[config.mk]
export PLATFORM = sky130hd
export DESIGN_NAME = inst_mem_responder_flat
export DESIGN_NICKNAME = d
export VERILOG_FILES = /design/src/rtl/inst_mem_responder_if.sv /design/src/rtl/inst_mem_responder.sv /design/src/flat_wrapper.sv
export SDC_FILE = /design/constraint.sdc
export NUM_CORES = 1
export LEC_CHECK = 0
export CAP_MARGIN = 20
export CORE_UTILIZATION = 30
export CTS_CLUSTER_SIZE = 40
export DETAILED_ROUTE_END_ITERATION = 10
export GPL_ROUTABILITY_DRIVEN = 0
export GPL_TIMING_DRIVEN = 0
export PLACE_DENSITY = 0.58
export SYNTH_ARGS = -nofsm -noshare
export SYNTH_HDL_FRONTEND = slang
export SYNTH_SLANG_ARGS = --single-unit
[constraint.sdc]
create_clock -name CLK -period 5.09 [get_ports CLK]
set_clock_uncertainty 0.15 [all_clocks]
set_input_delay 0.509 -clock CLK [delete_from_list [all_inputs] [get_ports CLK]]
set_output_delay 0.509 -clock CLK [all_outputs]
set_load 0.05 [all_outputs]
[src/rtl/inst_mem_responder_if.sv]
// Fetch request/response channel between the processor fetch stage and
// inst_mem_responder: valid/ready request carrying the PC, valid/ready response.
interface inst_mem_responder_if;
  logic        REQ_VALID;
  logic        REQ_READY;
  logic [31:0] REQ_ADDR;
  logic        RESP_VALID;
  logic        RESP_READY;
  logic [31:0] INSTRUCTION;
  logic        RESP_ERR;

  modport master (
    output REQ_VALID, REQ_ADDR, RESP_READY,
    input  REQ_READY, RESP_VALID, INSTRUCTION, RESP_ERR
  );

  modport slave (
    input  REQ_VALID, REQ_ADDR, RESP_READY,
    output REQ_READY, RESP_VALID, INSTRUCTION, RESP_ERR
  );
endinterface

[src/rtl/inst_mem_responder.sv]
// Byte-wide instruction memory: reads four bytes per fetch, one per cycle, and returns a
// little-endian word. Define NEXT_WORD_PREFETCH_EN to add a next-word prefetch buffer.
module inst_mem_responder #(
  parameter int DEPTH_BYTES = 32,
  parameter int ADDR_W      = 5
) (
  input  logic                CLK,
  input  logic                RESET,
  inst_mem_responder_if.slave bus,
  input  logic                LOAD_EN,
  input  logic [ADDR_W-1:0]   LOAD_ADDR,
  input  logic [7:0]          LOAD_DATA
);

  typedef enum logic [1:0] {
    S_IDLE = 2'd0,
    S_READ = 2'd1,
`ifdef NEXT_WORD_PREFETCH_EN
    S_PREFETCH = 2'd3,
`endif
    S_RESP = 2'd2
  } state_t;

  state_t            state_q, state_d;
  logic [7:0]        mem [DEPTH_BYTES];
  logic [ADDR_W-1:0] addr_q, addr_d;
  logic [1:0]        cnt_q, cnt_d;
  logic [31:0]       instr_q, instr_d;
  logic              err_q, err_d;
  // skip_q: one pass through READ without reading (error or buffer-hit responses)
  logic              skip_q, skip_d;
  logic              take_new;
  logic              req_aligned, req_in_range;
  logic [7:0]        rd_byte;

  function automatic logic [31:0] put_byte(input logic [31:0] w, input logic [1:0] k,
                                           input logic [7:0] b);
    logic [31:0] r;
    r = w;
    r[{k, 3'b000} +: 8] = b;
    return r;
  endfunction

  // 33-bit sum so addresses near 2^32 cannot wrap back into range
  assign req_aligned  = (bus.REQ_ADDR[1:0] == 2'b00);
  assign req_in_range = (({1'b0, bus.REQ_ADDR} + 33'd3) < 33'(DEPTH_BYTES));
  assign rd_byte      = mem[addr_q + ADDR_W'(cnt_q)];

`ifdef NEXT_WORD_PREFETCH_EN
  logic [31:0]       pbuf_q, pbuf_d;
  logic              pvld_q, pvld_d;
  logic [ADDR_W-1:0] ptag_q, ptag_d;
  logic [1:0]        pcnt_q, pcnt_d;
  logic              pf_match, hit, nxt_in_range;
  logic [7:0]        pf_byte;

  assign pf_match     = req_aligned && req_in_range && (bus.REQ_ADDR[ADDR_W-1:0] == ptag_q);
  assign hit          = pf_match && pvld_q && !LOAD_EN;
  assign pf_byte      = mem[ptag_q + ADDR_W'(pcnt_q)];
  assign nxt_in_range = ((32'(addr_q) + 32'd7) < 32'(DEPTH_BYTES));
`endif

  always_comb begin
    state_d  = state_q;
    addr_d   = addr_q;
    cnt_d    = cnt_q;
    instr_d  = instr_q;
    err_d    = err_q;
    skip_d   = skip_q;
    take_new = 1'b0;
`ifdef NEXT_WORD_PREFETCH_EN
    pbuf_d = pbuf_q;
    pvld_d = pvld_q;
    ptag_d = ptag_q;
    pcnt_d = pcnt_q;
`endif
    case (state_q)
      S_IDLE: take_new = bus.REQ_VALID;
      S_READ: begin
        if (skip_q) begin
          skip_d  = 1'b0;
          state_d = S_RESP;
        end else begin
          instr_d = put_byte(instr_q, cnt_q, rd_byte);
          cnt_d   = cnt_q + 2'd1;
          if (cnt_q == 2'd3) state_d = S_RESP;
        end
      end
      S_RESP: begin
        if (bus.RESP_READY) begin
          state_d = S_IDLE;
`ifdef NEXT_WORD_PREFETCH_EN
          if (!err_q && nxt_in_range) begin
            state_d = S_PREFETCH;
            ptag_d  = addr_q + ADDR_W'(4);
            pcnt_d  = 2'd0;
            pvld_d  = 1'b0;
            pbuf_d  = '0;
          end
`endif
        end
      end
`ifdef NEXT_WORD_PREFETCH_EN
      S_PREFETCH: begin
        if (LOAD_EN || (bus.REQ_VALID && !pf_match)) begin
          state_d  = S_IDLE;
          take_new = bus.REQ_VALID;
        end else if (bus.REQ_VALID) begin
          // Matching fetch picks up where the prefetch left off
          state_d = S_READ;
          addr_d  = ptag_q;
          cnt_d   = pcnt_q;
          instr_d = pbuf_q;
          err_d   = 1'b0;
          skip_d  = 1'b0;
        end else begin
          pbuf_d = put_byte(pbuf_q, pcnt_q, pf_byte);
          pcnt_d = pcnt_q + 2'd1;
          if (pcnt_q == 2'd3) begin
            pvld_d  = 1'b1;
            state_d = S_IDLE;
          end
        end
      end
`endif
      default: state_d = S_IDLE;
    endcase

    if (take_new) begin
      addr_d  = bus.REQ_ADDR[ADDR_W-1:0];
      cnt_d   = 2'd0;
      instr_d = '0;
      state_d = S_READ;
      if (!req_aligned || !req_in_range) begin
        err_d  = 1'b1;
        skip_d = 1'b1;
      end else begin
        err_d  = 1'b0;
        skip_d = 1'b0;
`ifdef NEXT_WORD_PREFETCH_EN
        if (hit) begin
          instr_d = pbuf_q;
          skip_d  = 1'b1;
        end
`endif
      end
    end
`ifdef NEXT_WORD_PREFETCH_EN
    if (LOAD_EN) pvld_d = 1'b0;
`endif
  end

  always_comb begin
    bus.REQ_READY = (state_q == S_IDLE);
`ifdef NEXT_WORD_PREFETCH_EN
    if (state_q == S_PREFETCH) bus.REQ_READY = 1'b1;
`endif
    bus.RESP_VALID  = (state_q == S_RESP);
    bus.INSTRUCTION = instr_q;
    bus.RESP_ERR    = err_q;
  end

  always_ff @(posedge CLK or posedge RESET) begin
    if (RESET) begin
      state_q <= S_IDLE;
      cnt_q   <= '0;
      instr_q <= '0;
      err_q   <= 1'b0;
      skip_q  <= 1'b0;
`ifdef NEXT_WORD_PREFETCH_EN
      pvld_q  <= 1'b0;
`endif
    end else begin
      state_q <= state_d;
      cnt_q   <= cnt_d;
      instr_q <= instr_d;
      err_q   <= err_d;
      skip_q  <= skip_d;
`ifdef NEXT_WORD_PREFETCH_EN
      pvld_q  <= pvld_d;
`endif
    end
  end

  always_ff @(posedge CLK) begin
    addr_q <= addr_d;
`ifdef NEXT_WORD_PREFETCH_EN
    pbuf_q <= pbuf_d;
    ptag_q <= ptag_d;
    pcnt_q <= pcnt_d;
`endif
  end

  // Storage is deliberately outside reset so the program image survives RESET
  always_ff @(posedge CLK) begin
    if (LOAD_EN && (32'(LOAD_ADDR) < 32'(DEPTH_BYTES))) mem[LOAD_ADDR] <= LOAD_DATA;
  end

endmodule
[src/flat_wrapper.sv]
// flat-port wrapper written by rule: the top's interface ports become plain ports
module inst_mem_responder_flat 
#(
  parameter int DEPTH_BYTES = 32,
  parameter int ADDR_W      = 5
)
  (CLK, RESET, LOAD_EN, LOAD_ADDR, LOAD_DATA, bus_REQ_VALID, bus_REQ_ADDR, bus_RESP_READY, bus_REQ_READY, bus_RESP_VALID, bus_INSTRUCTION, bus_RESP_ERR);
  inst_mem_responder_if bus_i ();
  input  logic CLK;
  input  logic RESET;
  input  logic LOAD_EN;
  input  logic [ADDR_W-1:0] LOAD_ADDR;
  input  logic [7:0] LOAD_DATA;
  input wire logic [$bits(bus_i.REQ_VALID)-1:0] bus_REQ_VALID;
  input wire logic [$bits(bus_i.REQ_ADDR)-1:0] bus_REQ_ADDR;
  input wire logic [$bits(bus_i.RESP_READY)-1:0] bus_RESP_READY;
  output wire logic [$bits(bus_i.REQ_READY)-1:0] bus_REQ_READY;
  output wire logic [$bits(bus_i.RESP_VALID)-1:0] bus_RESP_VALID;
  output wire logic [$bits(bus_i.INSTRUCTION)-1:0] bus_INSTRUCTION;
  output wire logic [$bits(bus_i.RESP_ERR)-1:0] bus_RESP_ERR;
  assign bus_i.REQ_VALID = bus_REQ_VALID;
  assign bus_i.REQ_ADDR = bus_REQ_ADDR;
  assign bus_i.RESP_READY = bus_RESP_READY;
  assign bus_REQ_READY = bus_i.REQ_READY;
  assign bus_RESP_VALID = bus_i.RESP_VALID;
  assign bus_INSTRUCTION = bus_i.INSTRUCTION;
  assign bus_RESP_ERR = bus_i.RESP_ERR;
  inst_mem_responder #(.DEPTH_BYTES(DEPTH_BYTES), .ADDR_W(ADDR_W)) u_core (.CLK(CLK), .RESET(RESET), .bus(bus_i), .LOAD_EN(LOAD_EN), .LOAD_ADDR(LOAD_ADDR), .LOAD_DATA(LOAD_DATA));
endmodule
## Word-level counts from Yosys, hierarchy flattened

Memories as Yosys holds them, arrays and structs flattened.
Index checks and enable logic that the tools add are counted.

- Multiplexer cells: 18
- Add/subtract/negate cells: 4
- $lt $le $gt $ge: 1
- Shifts and indexed selects: 2
- Reductions and logical operators: 8
- Equality and inequality tests: 7

Operators with widths:

| kind | number |
|---|---|
| 2-to-1 mux 32 bit | 3 |
| adder 32 x 2 -> 33 bit (second input constant) | 1 |
| < comparator 33 x 6 -> 1 bit (second input constant) | 1 |
| bitwise mux 32 bit | 1 |
| variable shift 8 x 7 -> 32 bit (first input constant) | 1 |
| variable part select 8 x 7 -> 32 bit | 1 |
| 2-to-1 mux 2 bit | 7 |
| negation 5 -> 7 bit | 1 |
| 2-to-1 mux 1 bit | 6 |
| case mux 2 bit (3 select lines) | 1 |
| adder 5 x 2 -> 5 bit | 1 |
| equality test 2 bit (second input constant) | 2 |
| zero test 2 bit | 2 |
| != test 4 x 1 -> 1 bit (second input constant) | 1 |
| != test 3 x 2 -> 1 bit (second input constant) | 1 |
| AND reduction 3 bit | 1 |
| adder 2 x 1 -> 2 bit (second input constant) | 1 |
| equality test 2 x 1 -> 1 bit (second input constant) | 1 |
| zero test 1 bit | 2 |
| != test 2 x 1 -> 1 bit (second input constant) | 1 |
| != test 2 bit (second input constant) | 1 |
| AND reduction 2 bit | 1 |
| nonzero test 2 bit | 1 |
| logical OR 1 bit | 1 |

- Logic and storage cells: 47
- Memories kept: 1
- Register bits after elaboration: 43
- Output and inout bits: 35
- Input port bits: 50
- Bits in writable memories: 256

Memories:

| memory | words | width | rd ports | clocked after memory_dff | write ports | RTL line | RTL |
|---|---|---|---|---|---|---|---|
| u_core.mem | 32 | 8 | 1 | 0 | 1 | inst_mem_responder.sv:25 | `logic [7:0] mem [DEPTH_BYTES];` |

## Logic depth before layout (Yosys ltp)

Gate-level depths: netlist (run 1).
An unclocked memory read counts as a cell.

- Depth after elaboration: 7
- Depth in mapped cells: 9
- Depth with buffers taken out: 8

## Worst setup path before layout (run 1)

OpenSTA, ideal clock, no wires.

- Path type: reg-to-reg
- Start point: register u_core.cnt_q[0]
- End point: register u_core.instr_q[11], in the netlist u_core.bus.INSTRUCTION[11]
- Library setup time: 0.121 ns
- Stages on the path, launching flop included: 10
- Arrival time: 3.061 ns
- Period minus slack after synthesis: 3.332 ns
- Data required time: 4.819 ns
- Path buffers: 2
- Setup slack: 1.758 ns
- Path through: dfrtp_1 ha_1 inv_1 fa_1 clkbuf_1 clkbuf_1 mux4_2 mux4_2 mux2_2 a22o_1

- Word-level cells in the longest chain between the ends: 7
- Elaborated cells between the ends (all ways): 9
- Classes of those cells: 2 x add/sub; 2 x shift; 4 x mux; 1 x memory

RTL lines:

| item | RTL line | RTL |
|---|---|---|
| start: declaration | inst_mem_responder.sv:27 | `logic [1:0] cnt_q, cnt_d;` |
| start signal: assignment | inst_mem_responder.sv:175 | `cnt_q <= cnt_d;` |
| adder 5 x 2 -> 5 bit | inst_mem_responder.sv:47 | `assign rd_byte = mem[addr_q + ADDR_W'(cnt_q)];` |
| memory read (32 x 8 bit) | - |  |
| variable part select 8 x 7 -> 32 bit | inst_mem_responder.sv:40 | `r[{k, 3'b000} +: 8] = b;` |
| bitwise mux 32 bit (*) | inst_mem_responder.sv:40 |  |
| 2-to-1 mux 32 bit (*) | inst_mem_responder.sv:80 | `if (skip_q) begin` |
| 2-to-1 mux 32 bit (*) | inst_mem_responder.sv:77 | `case (state_q)` |
| 2-to-1 mux 32 bit (*) | inst_mem_responder.sv:129 | `if (take_new) begin` |
| end signal: assignment | inst_mem_responder.sv:176 | `instr_q <= instr_d;` |
| end: declaration | inst_mem_responder.sv:28 | `logic [31:0] instr_q, instr_d;` |

Every way passes the cells marked *; elsewhere a longest branch is shown, timed or not. The select of a mux whose other input is x is not followed.
A chain may end at the register's enable or synchronous reset.

## Final worst setup path (run 1)

- Start point: register u_core.cnt_q[0]
- End point: register u_core.instr_q[14], in the netlist u_core.bus.INSTRUCTION[14]

The elaborated chain is that of the path after synthesis.

==> impl_metrics.json, run 1 <==
{
  "ff2ff_setup_slack_ns": 0.65,
  "worst_path_largest_cell_delay_ns": 0.71,
  "final-setup-viol-count": 0,
  "crit_path_end_kind": "register",
  "die_ar_um2": 41000,
  "synthesis.area_um2": 12100,
  "die_h_um": 203,
  "grt_antenna_before_repair": 0,
  "firstDrtPassIters": 7,
  "area_delta_synth_final_pct": 21.8,
  "htree_levels": 1,
  "vias_per_cell": 4.90,
  "floorplan.initialDensity_pct": 30.4,
  "synth-xor-area-share_pct": 0.290,
  "cts.repair.resized": 0,
  "synth-edff-count": 261,
  "worst_r2r_path_depth": 9,
  "grt_pass1_vias": 6528,
  "start_kind": "register",
  "core_um2": 39700,
  "yosysSeqAreaShare_pct": 72.8,
  "fin_tns_setup_ns": 0,
  "max_slew.worst_pin.slew_ns": 0.886,
  "unrepaired_setup_endpoints_after_global_routing": "no",
  "setup_ws_ns": 0.649,
  "placed_cells": 1253,
  "synth-simple-area-share_pct": 5.81,
  "path_class": "reg2reg",
  "grt_pass1_wl_um": 40900,
  "final.period_utilization_pct": 87.3,
  "timing_max_transition_violations_final": 0,
  "synth-main-ff-cell": "sky130_fd_sc_hd__edfxtp_1",
  "synth_area_per_cell_um2": 18.9,
  "min-delay-path-class": "in2async",
  "worstPathRequired_ns": 5.34,
  "ys_ff_latch": 299,
  "clock_latency_ns": 0.55,
  "yosys_warnings": 0,
  "grt_usage_pct": 13.2,
  "timing.critical_path.buf_inv": 3,
  "tritoncts.num_buffers": 29,
  "finalNonFillerCells": 1311,
  "drt.antenna.violating_nets": 0,
  "synth-compound-area-share_pct": 3.45,
  "cts_tree": "built",
  "root_buffer": "sky130_fd_sc_hd__clkbuf_16",
  "synth_mux_area_share_pct": 15.6,
  "rr_endpoint": "u_core.bus.INSTRUCTION[14]",
  "postRouteWirelength_um": 26600,
  "critPathArrivalTime_ns": 4.70,
  "routedWlPerCell_um": 20.3,
  "final-hold-violation-count": 0,
  "yosys.cell_types.count": 50,
  "cts_hold_repair.buffers": 0,
  "insertedDiodeCount": 0,
  "num_vias": 6424,
  "critical_path.top_delay_family": "multiplexers",
  "worstPathCellList": "ha_1 > inv_1 > fa_1 > clkbuf_1 > clkbuf_1 > mux4_2 > mux4_2 > mux2i_1 > o21ai_0",
  "clock-sinks": 299,
  "drive_above_1_share_pct": 18.8,
  "port_buffers": 84,
  "sequential_cell_area_um2": 8790,
  "post_layout_min_period_ns": 4.44,
  "maximum_number_of_pins_on_one_net_before_global_route_repair": 33,
  "timing.critical_path.slowest_stage_cell": "sky130_fd_sc_hd__clkbuf_1",
  "drc": 0,
  "clkSlewWorstSetupHoldPaths_ns": 0.06,
  "multi_input_comb_area_um2": 3140,
  "post_synth_fa_ha_maj_area_fraction_pct": 0.788,
  "peakVddDrop_mv": 0.298,
  "max-cap-violations": 0,
  "critical_path_peak_fanout": 10,
  "rows": 73,
  "final_net_count": 820,
  "fillers": 3682,
  "asyncSetResetFlopFracSynth_pct": 12.7,
  "rr_startpoint": "u_core.cnt_q[0]",
  "globalRouteOverflowTotal": 0,
  "floorplan.io_pins": 85,
  "clockBufferDepth": 3,
  "leakagePower_nw": 4.77,
  "hpwl_um": 18200,
  "post-cts-setup-buffer-count": 0,
  "fp.dieW_um": 203,
  "power_density_nw_per_um2": 479,
  "final_power_mw": 7.04,
  "detail_route.iter0.violations": 464,
  "slew_headroom_pct": 40.7,
  "fmaxAchievable_mhz": 225,
  "dpl_worst_slack_ns": 0.671,
  "synthCells": 638,
  "syn-num-nets": 695,
  "synth_top_family_by_area": "multiplexers",
  "run_status": "finished clean"
}
worst register-to-register path, cell delays in order (launching register included):
cell and delay, ns:
sky130_fd_sc_hd__dfrtp_1 0.50, sky130_fd_sc_hd__ha_1 0.23, sky130_fd_sc_hd__inv_1 0.05, sky130_fd_sc_hd__fa_1 0.48, sky130_fd_sc_hd__clkbuf_1 0.52, sky130_fd_sc_hd__clkbuf_1 0.71, sky130_fd_sc_hd__mux4_2 0.46, sky130_fd_sc_hd__mux4_2 0.51
sky130_fd_sc_hd__mux2i_1 0.49, sky130_fd_sc_hd__o21ai_0 0.19
cell type report:
| type | count | share of cell area [%] |
|---|---|---|
| Multi-Input combinational cell | 307 | 21.4 |
| Clock buffer | 42 | 5.60 |
| Buffer | 18 | 0.630 |
| Sequential cell | 299 | 59.8 |
| Inverter | 14 | 0.358 |
| Clock inverter | 12 | 0.656 |
| Timing Repair Buffer | 94 | 7.12 |
| Tap cell | 525 | 4.47 |
worst max path at each step:
stage                          from                         end  slack (ns)  depth (start not counted)
floorplan           u_core.cnt_q[0]  u_core.bus.INSTRUCTION[11]        1.76                          9
global placement    u_core.cnt_q[0]  u_core.bus.INSTRUCTION[15]        0.77                          9
detailed placement  u_core.cnt_q[0]  u_core.bus.INSTRUCTION[20]        0.67                          9
CTS                 u_core.cnt_q[0]  u_core.bus.INSTRUCTION[20]        0.63                          9
global route        u_core.cnt_q[0]  u_core.bus.INSTRUCTION[23]        0.47                          9
finish              u_core.cnt_q[0]  u_core.bus.INSTRUCTION[14]        0.65                          9
state kept, by name (all words and copies together), names as in the netlist:
name and cells:
u_core.bus.INSTRUCTION 32, u_core.mem 256, u_core.bus.RESP_ERR 1, u_core.cnt_q 2, u_core.addr_q 5, u_core.state_q 2, u_core.skip_q 1
logic make-up after synthesis:
family | after synthesis
fa+ha+maj | 7
compound gates | 65
flops | 299
mux | 88
xor+xnor | 4
buf+inv | 32
simple gates | 143
per-layer routing:
metal / vias to the layer above / part of all wire (%) / GRT usage (%)
li1: 2873 / - / -
met1: 3312 / 49 / 20.6
met2: 205 / 43 / 18.9
met3: 34 / 6.2 / 2.36
met4: 0 / 1.5 / 2.69
met5: - / 0 / 0
per-stage QoR:
stage	area, µm²	hold slack [ns]	utilization (%)
floorplan	12100	0.386	-
global placement	13600	0.316	34.1
detailed placement	13700	0.320	34.4
CTS	14600	0.270	36.7
global route	14700	0.343	37.0
finish	14700	0.263	37.0
power by group:
group          total [mW]  switching [mW]  leakage [nW]  internal, mW
logic                2.16            1.19          1.44         0.966
clock network        2.07           0.894         0.457          1.18
registers            2.81          0.0596          2.87          2.75
total                7.04            2.14          4.77          4.90
cells in the final DEF (no fill, tap or decap), types with 3 or more instances in the layout:
master / instances
sky130_fd_sc_hd__nor4_1: 4
sky130_fd_sc_hd__buf_8: 4
sky130_fd_sc_hd__nor2_1: 47
sky130_fd_sc_hd__clkdlybuf4s50_1: 84
sky130_fd_sc_hd__nand3b_1: 5
sky130_fd_sc_hd__buf_16: 5
sky130_fd_sc_hd__dfrtp_1: 38
sky130_fd_sc_hd__or3_1: 4
sky130_fd_sc_hd__or3b_2: 3
sky130_fd_sc_hd__xnor2_1: 3
sky130_fd_sc_hd__buf_2: 5
sky130_fd_sc_hd__nand4_1: 6
sky130_fd_sc_hd__clkinv_1: 4
sky130_fd_sc_hd__nor3_1: 6
sky130_fd_sc_hd__clkbuf_1: 18
sky130_fd_sc_hd__clkinv_2: 5
sky130_fd_sc_hd__a211oi_1: 4
sky130_fd_sc_hd__inv_1: 14
sky130_fd_sc_hd__nand2_1: 38
sky130_fd_sc_hd__ha_1: 6
sky130_fd_sc_hd__edfxtp_1: 261
sky130_fd_sc_hd__o21ai_0: 31
sky130_fd_sc_hd__a22o_1: 6
sky130_fd_sc_hd__clkbuf_16: 30
sky130_fd_sc_hd__mux4_2: 80
sky130_fd_sc_hd__and4_1: 5
sky130_fd_sc_hd__mux2i_1: 7
sky130_fd_sc_hd__nand3_1: 11
sky130_fd_sc_hd__a21oi_1: 6
sky130_fd_sc_hd__nor2b_1: 3
Yosys cell counts (all sizes together) (5+ instances only):
| master | count | share of area, % |
|---|---|---|
| a21oi | 6 | 0.25 |
| a22o | 6 | 0.44 |
| and4 | 5 | 0.36 |
| buf | 8 | 0.46 |
| clkbuf | 10 | 0.31 |
| dfrtp | 38 | 7.9 |
| edfxtp | 261 | 65 |
| ha | 6 | 0.62 |
| inv | 14 | 0.44 |
| mux2i | 7 | 0.58 |
| mux4 | 80 | 15 |
| nand2 | 38 | 1.2 |
| nand3 | 11 | 0.46 |
| nand3b | 5 | 0.31 |
| nand4 | 6 | 0.31 |
| nor2 | 47 | 1.5 |
| nor3 | 6 | 0.25 |
| nor4 | 5 | 0.31 |
| o21ai | 31 | 1.3 |
(Power assumes the default switching activity.)
==> run 2: changes to the inputs <==
CORE_MARGIN = 5   (was default)
CORE_UTILIZATION = 27   (was 30)
PLACE_DENSITY = 0.55   (was 0.58)
REMOVE_ABC_BUFFERS = 1   (was default)
==> run 2 against run 1 <==
Register-to-register slack better by 0.56 ns. Sequential power is essentially flat. Critical endpoint is now u_core.bus.INSTRUCTION[8]. Count of clock-buffer cells in the layout did not move. Clock power grew 7%. Global-route usage shrank 2.4 points. Routed wire length is 1.3% higher. Die area is 19% higher. Highest routed layer is now met5. Sequential cell count stayed put. Core utilization fell by 3.3 points.
==> impl_metrics.json, run 2 (synthesis results as in run 1) <==
{
  "peakVddDrop_mv": 0.213,
  "slew_headroom_pct": 39.0,
  "cts_hold_repair.buffers": 0,
  "grt_antenna_before_repair": 2,
  "vias_per_cell": 4.59,
  "post-cts-setup-buffer-count": 0,
  "fmaxAchievable_mhz": 257,
  "clockBufferDepth": 3,
  "worstPathRequired_ns": 5.30,
  "unrepaired_setup_endpoints_after_global_routing": "no",
  "routed-wl-met2_um": 12600,
  "tritoncts.num_buffers": 34,
  "critical_path.top_delay_family": "multiplexers",
  "postRouteWirelength_um": 27000,
  "layout_common_cells": "sky130_fd_sc_hd__edfxtp_1 (261), sky130_fd_sc_hd__clkdlybuf4s50_1 (84), sky130_fd_sc_hd__mux4_2 (80)",
  "root_buffer": "sky130_fd_sc_hd__clkbuf_16",
  "fillers": 4164,
  "maximum_number_of_pins_on_one_net_before_global_route_repair": 56,
  "drc": 0,
  "final_net_count": 811,
  "clock-sinks": 299,
  "power_density_nw_per_um2": 480,
  "cts.repair.resized": 0,
  "timing.critical_path.slowest_stage_cell": "sky130_fd_sc_hd__fa_4",
  "clock_latency_ns": 0.51,
  "cts_tree": "built",
  "drive_above_1_share_pct": 19.9,
  "multi_input_comb_area_um2": 3170,
  "registers.top_by_ff_count": "u_core.mem",
  "fin_tns_setup_ns": 0,
  "grt_pass1_vias": 6628,
  "clkSlewWorstSetupHoldPaths_ns": 0.06,
  "worstPathCellList": "ha_4 > inv_1 > fa_4 > buf_16 > mux4_2 > mux4_2 > mux2i_1 > o21ai_0",
  "post_layout_min_period_ns": 3.89,
  "timing.critical_path.buf_inv": 2,
  "final-hold-violation-count": 0,
  "min-delay-path-class": "in2async",
  "crit_path_end_kind": "register",
  "die_h_um": 221,
  "die_ar_um2": 49000,
  "max-cap-violations": 0,
  "max_slew.worst_pin.slew_ns": 0.912,
  "insertedDiodeCount": 0,
  "fp.dieW_um": 221,
  "leakagePower_nw": 4.82,
  "globalRouteOverflowTotal": 0,
  "most_common_cell_after_layout_fill_and_taps_aside": "sky130_fd_sc_hd__edfxtp_1",
  "run_status": "finished clean",
  "critPathArrivalTime_ns": 4.10,
  "wl_met3_um": 1370,
  "rows": 77,
  "start_kind": "register",
  "final-setup-viol-count": 0,
  "critPathMostFrequentCell": "sky130_fd_sc_hd__mux4_2",
  "worst_path_largest_cell_delay_ns": 0.88,
  "top_layer": "met5",
  "num_vias": 6304,
  "sequential_cell_area_um2": 8790,
  "area_delta_synth_final_pct": 23.6,
  "path_class": "reg2reg",
  "layout.cell_area.non_filler_um2": 14900,
  "core_um2": 44200,
  "final_util_pct": 33.7,
  "firstDrtPassIters": 4,
  "grt_pass1_wl_um": 41100,
  "timing_max_transition_violations_final": 0,
  "detail_route.iter0.violations": 538,
  "routedWlPerCell_um": 19.7,
  "floorplan.io_pins": 85,
  "critical_path_peak_fanout": 55,
  "placed_area_um2": 13800,
  "m1WireLength_um": 12300,
  "floorplan.initialDensity_pct": 27.3,
  "final_power_mw": 7.16,
  "drt.antenna.violating_nets": 0,
  "max_reg_flops": 256,
  "port_buffers": 84,
  "final.period_utilization_pct": 76.3,
  "grt_usage_pct": 10.7,
  "hpwl_um": 18000,
  "htree_levels": 2
}
==> run 2: layout make-up <==
cell class / count / share of cell area (%)
tap: 592 / 4.97
inverter: 14 / 0.352
clock inverter: 20 / 0.763
timing repair buffer: 98 / 7.76
sequential: 299 / 58.9
multi-input combinational: 307 / 21.3
clock buffer: 42 / 5.97
==> run 2: path summary, 6_finish.rpt <==
check	startpoint	slack, ns	cells after the start	to
worst max-delay path	u_core.cnt_q[0]	1.20	8	u_core.bus.INSTRUCTION[8]
worst min-delay path	RESET	0.13	2	u_core.state_q[1]
min in group CLK	u_core.bus.INSTRUCTION[20]	0.34	2	u_core.bus.INSTRUCTION[20]
worst min register to register	u_core.bus.INSTRUCTION[20]	0.34	2	u_core.bus.INSTRUCTION[20]
worst max register to register	u_core.cnt_q[0]	1.20	8	u_core.bus.INSTRUCTION[8]
max in group asynchronous	RESET	4.09	4	u_core.bus.INSTRUCTION[15]
==> run 2: per-layer routing <==
metal / up-vias / global-route usage, %
li1: 2843 / -
met4: 4 / 3.32
met1: 3240 / 15.2
met3: 50 / 2.49
met5: - / 0
met2: 167 / 16.5
==> run 2: report_power, final <==
| part | switching (mW) | internal (mW) |
|---|---|---|
| logic | 1.14 | 0.998 |
| clock network | 0.957 | 1.25 |
| registers | 0.0588 | 2.75 |
==> run 2: stage by stage <==
stage	setup slack (ns)	std cells	hold slack, ns
final	1.20	1372	0.127
after detailed placement	1.17	1306	0.329
after CTS	1.16	1368	0.120
after floorplan	0.264	620	0.386
after global placement	-1.20	1296	0.315
after global routing	1.02	1372	0.160
==> edit 1: new RTL, flow settings as in run 1 <==
Take the reset off `instr_q` and load it in a clocked block of its own.
--- a/src/rtl/inst_mem_responder.sv
+++ b/src/rtl/inst_mem_responder.sv
@@ -164,7 +164,6 @@
     if (RESET) begin
       state_q <= S_IDLE;
       cnt_q   <= '0;
-      instr_q <= '0;
       err_q   <= 1'b0;
       skip_q  <= 1'b0;
 `ifdef NEXT_WORD_PREFETCH_EN
@@ -173,13 +172,16 @@
     end else begin
       state_q <= state_d;
       cnt_q   <= cnt_d;
-      instr_q <= instr_d;
       err_q   <= err_d;
       skip_q  <= skip_d;
 `ifdef NEXT_WORD_PREFETCH_EN
       pvld_q  <= pvld_d;
 `endif
     end
+  end
+
+  always_ff @(posedge CLK) begin
+    instr_q <= instr_d;
   end
 
   always_ff @(posedge CLK) begin
Check against the original RTL: differs if RESET is asserted again (counterexample within 4 cycles, from zero or initial values and one cycle with RESET high); with RESET held inactive, the same outputs for 4 cycles.
==> edit 1 against run 1 <==
- setup slack better by 0.61 ns
- sequential cell count unchanged
- maximum frequency up 16%
- highest routed layer unchanged
- utilization up 0.60 points
- final area down 0.24%
- critical path depth unchanged
- synthesized area down 0.79%
- clock power up 5%
- sequential power about the same
- power up 3.8%
- routed wire length up 1.6%
- cell count about the same
==> edit 1: results (changes against run 1) <==
STA
  – Max transition margin: 0.4026 (-0.004858)
  – Hold WS: 0.03505 ns (-0.2280 ns)

Route
  – Met3 wire len: 891 um (-46%)
  – DR vias: 6434 (+0.16%)
  – Metal-1 WL: 12070 um (-8.4%)
  – Routed wl met2: 13540 um (+19%)

Pwr
  – Power Dens Cells: 498.7 nW/um^2 (+4.1%)
  – Max VDD drop: 0.2917 mV (-2.2%)
  – Leakage: 4.693 nW (-1.5%)

Logic synthesis
  – Largest cells by area after synthesis: edfxtp_1, mux4_2, dfxtp_1, a22o_1, nor2_1
  – Post-synthesis average cell area: 18.67 sq um (-1.3%)
  – Post-synthesis cell type count: 60 (+20%)
  – Post-synthesis sequential area ratio: 0.7209 (-0.007593)
  – Syn_nets: 700 (+0.72%)
  – Commonest cells post-synth: edfxtp_1, mux4_2, nor2_1, a22o_1, dfxtp_1

Global route
  – Gr usage total: 0.1324 (+0.0008362)
  – Vias in the first global route: 6623 (+1.5%)

Setup path
  – Top delay family on crit path: adder cells
  – Critical Path End: u_core.bus.INSTRUCTION[11]
  – Worst R2R End: u_core.bus.INSTRUCTION[11]

Placement
  – Placed Cells: 1249 (-0.32%)
  – Placed cell areas: 13600 sq um (-0.56%)
  – Half-perimeter wire length after placement: 18550 um (+2.1%)

Final layout
  – Final nets: 826 (+0.73%)
  – Register area: 8628 sq um (-1.8%)
  – Non-clock inverter count: 8 (-6)
  – Clk_buf instances: 37 (-12%)
  – Multi-input logic area: 3158 sq um (+0.64%)
  – Clock-cell share: 0.06743 (+0.004844)
  – Layout cells sized above 1: 0.1919 (+0.003624)
  – Filler cells: 3597 (-2.3%)

Status
  – Outcome: completed
## edit 1: cell types whose count changed in the layout (fill, tap and decap cells not counted), moves of 5 or more
cell	before	now
a22o_1	6	42
dfrtp_1	38	6
dfxtp_1	0	32
o21ai_0	31	4
nand2_1	38	19
a22oi_1	0	17
mux4_2	80	64
clkbuf_1	18	11
inv_1	14	8
a31oi_1	2	7
nor2_1	47	52
## edit 1: routing by layer
layer	vias to the layer above	GRT usage
met2	140	0.2252
li1	2911	-
met4	0	0.03057
met3	49	0.01603
met5	-	0
met1	3334	0.1808
## edit 1: report_power, final
part	switching, mW	total, mW	internal [mW]
Sequential	0.0598	2.81	2.75
Combinational	1.31	2.32	1.01
Clock	0.914	2.18	1.27
Total	2.28	7.31	5.03
## edit 1: logic make-up after synthesis
family	count (synthesis)	share of synthesized area
fa+ha+maj	9	0.01004
buf+inv	31	0.01526
mux	69	0.1246
compound gates	100	0.06837
xor+xnor	5	0.005228
flops	299	0.7209
simple gates	128	0.05561
==> edit 2: new RTL, settings of run 1 <==
Without the edit above. The option `NEXT_WORD_PREFETCH_EN` is turned on by a define.
--- a/src/rtl/inst_mem_responder.sv
+++ b/src/rtl/inst_mem_responder.sv
@@ -1,5 +1,7 @@
 // Byte-wide instruction memory: reads four bytes per fetch, one per cycle, and returns a
 // little-endian word. Define NEXT_WORD_PREFETCH_EN to add a next-word prefetch buffer.
+`define NEXT_WORD_PREFETCH_EN
+
 module inst_mem_responder #(
   parameter int DEPTH_BYTES = 32,
   parameter int ADDR_W      = 5
Function: same outputs for any inputs over 4 cycles, from zero or initial values and one cycle with RESET high; that may be too few to reach the edited logic, so the function may still have changed.
==> edit 2 against run 1 <==
- setup slack got worse by 0.52 ns
- cell count rose by 48%
- sequential cell count rose by 40
- via count rose by 59%
- final area rose by 37%
- critical path type unchanged
- power rose by 46%
- synthesized area rose by 39%
- clock power rose by 30%
- routed wire length rose by 76%
==> edit 2: results (changes against run 1) <==
Logic synthesis
  – Post-synthesis cell type count: 59 (+18%)
  – Syn_nets: 1101 (+58%)
  – Number of flops mapped to enable cells by yosys: 300 (+15%)

Setup path
  – Max incr delay on CP: 0.78 ns (+0.07 ns)
  – R2r setup slk: 0.13 ns (-0.52 ns)
  – Worst Path Arrival: 5.06 ns (+0.36 ns)

STA
  – Max transition margin: 0.2586 (-0.1489)
  – Final period util: 0.9741 (+0.1016)
  – Hold WS: 0.3426 ns (+0.07951 ns)

Global route
  – Largest net degree at the start of global routing: 40 (+21%)
  – Gr usage total: 0.1664 (+0.03475)
  – Initial antenna violation count: 1 (+1)

Route
  – First-pass detailed-route iteration total: 5 (-2)
  – DR vias/cell: 5.267 (+7.5%)

Placement
  – Half-perimeter wire length after placement: 33610 um (+85%)
  – Dpl ws: 0.1901 ns (-0.4809 ns)
  – Placed Cells: 1869 (+49%)
  – Placed cell areas: 18730 sq um (+37%)

CTS
  – CTS buffer count: 39 (+34%)

Final layout
  – Final nets: 1241 (+51%)
  – Layout cells sized above 1: 0.2216 (+0.03328)
  – Final Non-Filler Cells: 1944 (+48%)

Pwr
  – Net Sw Frac: 0.3694 (+0.06487)
  – Max VDD drop: 0.2459 mV (-18%)
  – Clock group power: 2.69 mW (+30%)
  – Power Dens Cells: 511.4 nW/um^2 (+6.7%)

Status
  – Outcome: completed
edit 2: cell type report:
| type | count | area (sq um) |
|---|---|---|
| Multi-Input combinational cell | 598 | 6426 |
| Sequential cell | 339 | 9985 |
| Buffer | 47 | 197.7 |
| Fill cell | 5187 | 35140 |
| Clock inverter | 17 | 126.4 |
| Clock buffer | 51 | 1082 |
| Tap cell | 748 | 935.9 |
| Inverter | 45 | 168.9 |
| Timing Repair Buffer | 99 | 1140 |
edit 2: worst paths after layout:
kind                                  start                    endpoint  depth (start not counted)
min reg2reg                u_core.addr_q[0]            u_core.ptag_q[0]                          0
max reg2reg                u_core.pcnt_q[0]           u_core.pbuf_q[18]                          8
min                                   RESET         u_core.bus.RESP_ERR                          2
min in group CLK           u_core.addr_q[0]            u_core.ptag_q[0]                          0
max                        u_core.pcnt_q[0]           u_core.pbuf_q[18]                          8
max in group asynchronous             RESET  u_core.bus.INSTRUCTION[27]                          2
edit 2: worst max-delay path: cells and delay by family (launching register included):
| kind | cells | cell delay [ns] |
|---|---|---|
| buf+inv | 2 | 1.34 |
| mux | 3 | 1.68 |
| fa+ha+maj | 2 | 0.78 |
| flops | 1 | 0.52 |
| compound gates | 1 | 0.19 |
edit 2: metal layers:
layer | wire length (um) | track usage | vias to the layer above
met4 | 869 | 0.04274 | 0
met1 | 19530 | 0.2245 | 5301
li1 | - | - | 4480
met3 | 4177 | 0.04674 | 54
met2 | 22290 | 0.2635 | 405
met5 | 0 | 0 | -
edit 2: logic make-up after synthesis:
logic type | Yosys count
compound gates | 122
xor+xnor | 13
fa+ha+maj | 22
buf+inv | 92
flops | 339
mux | 188
simple gates | 253
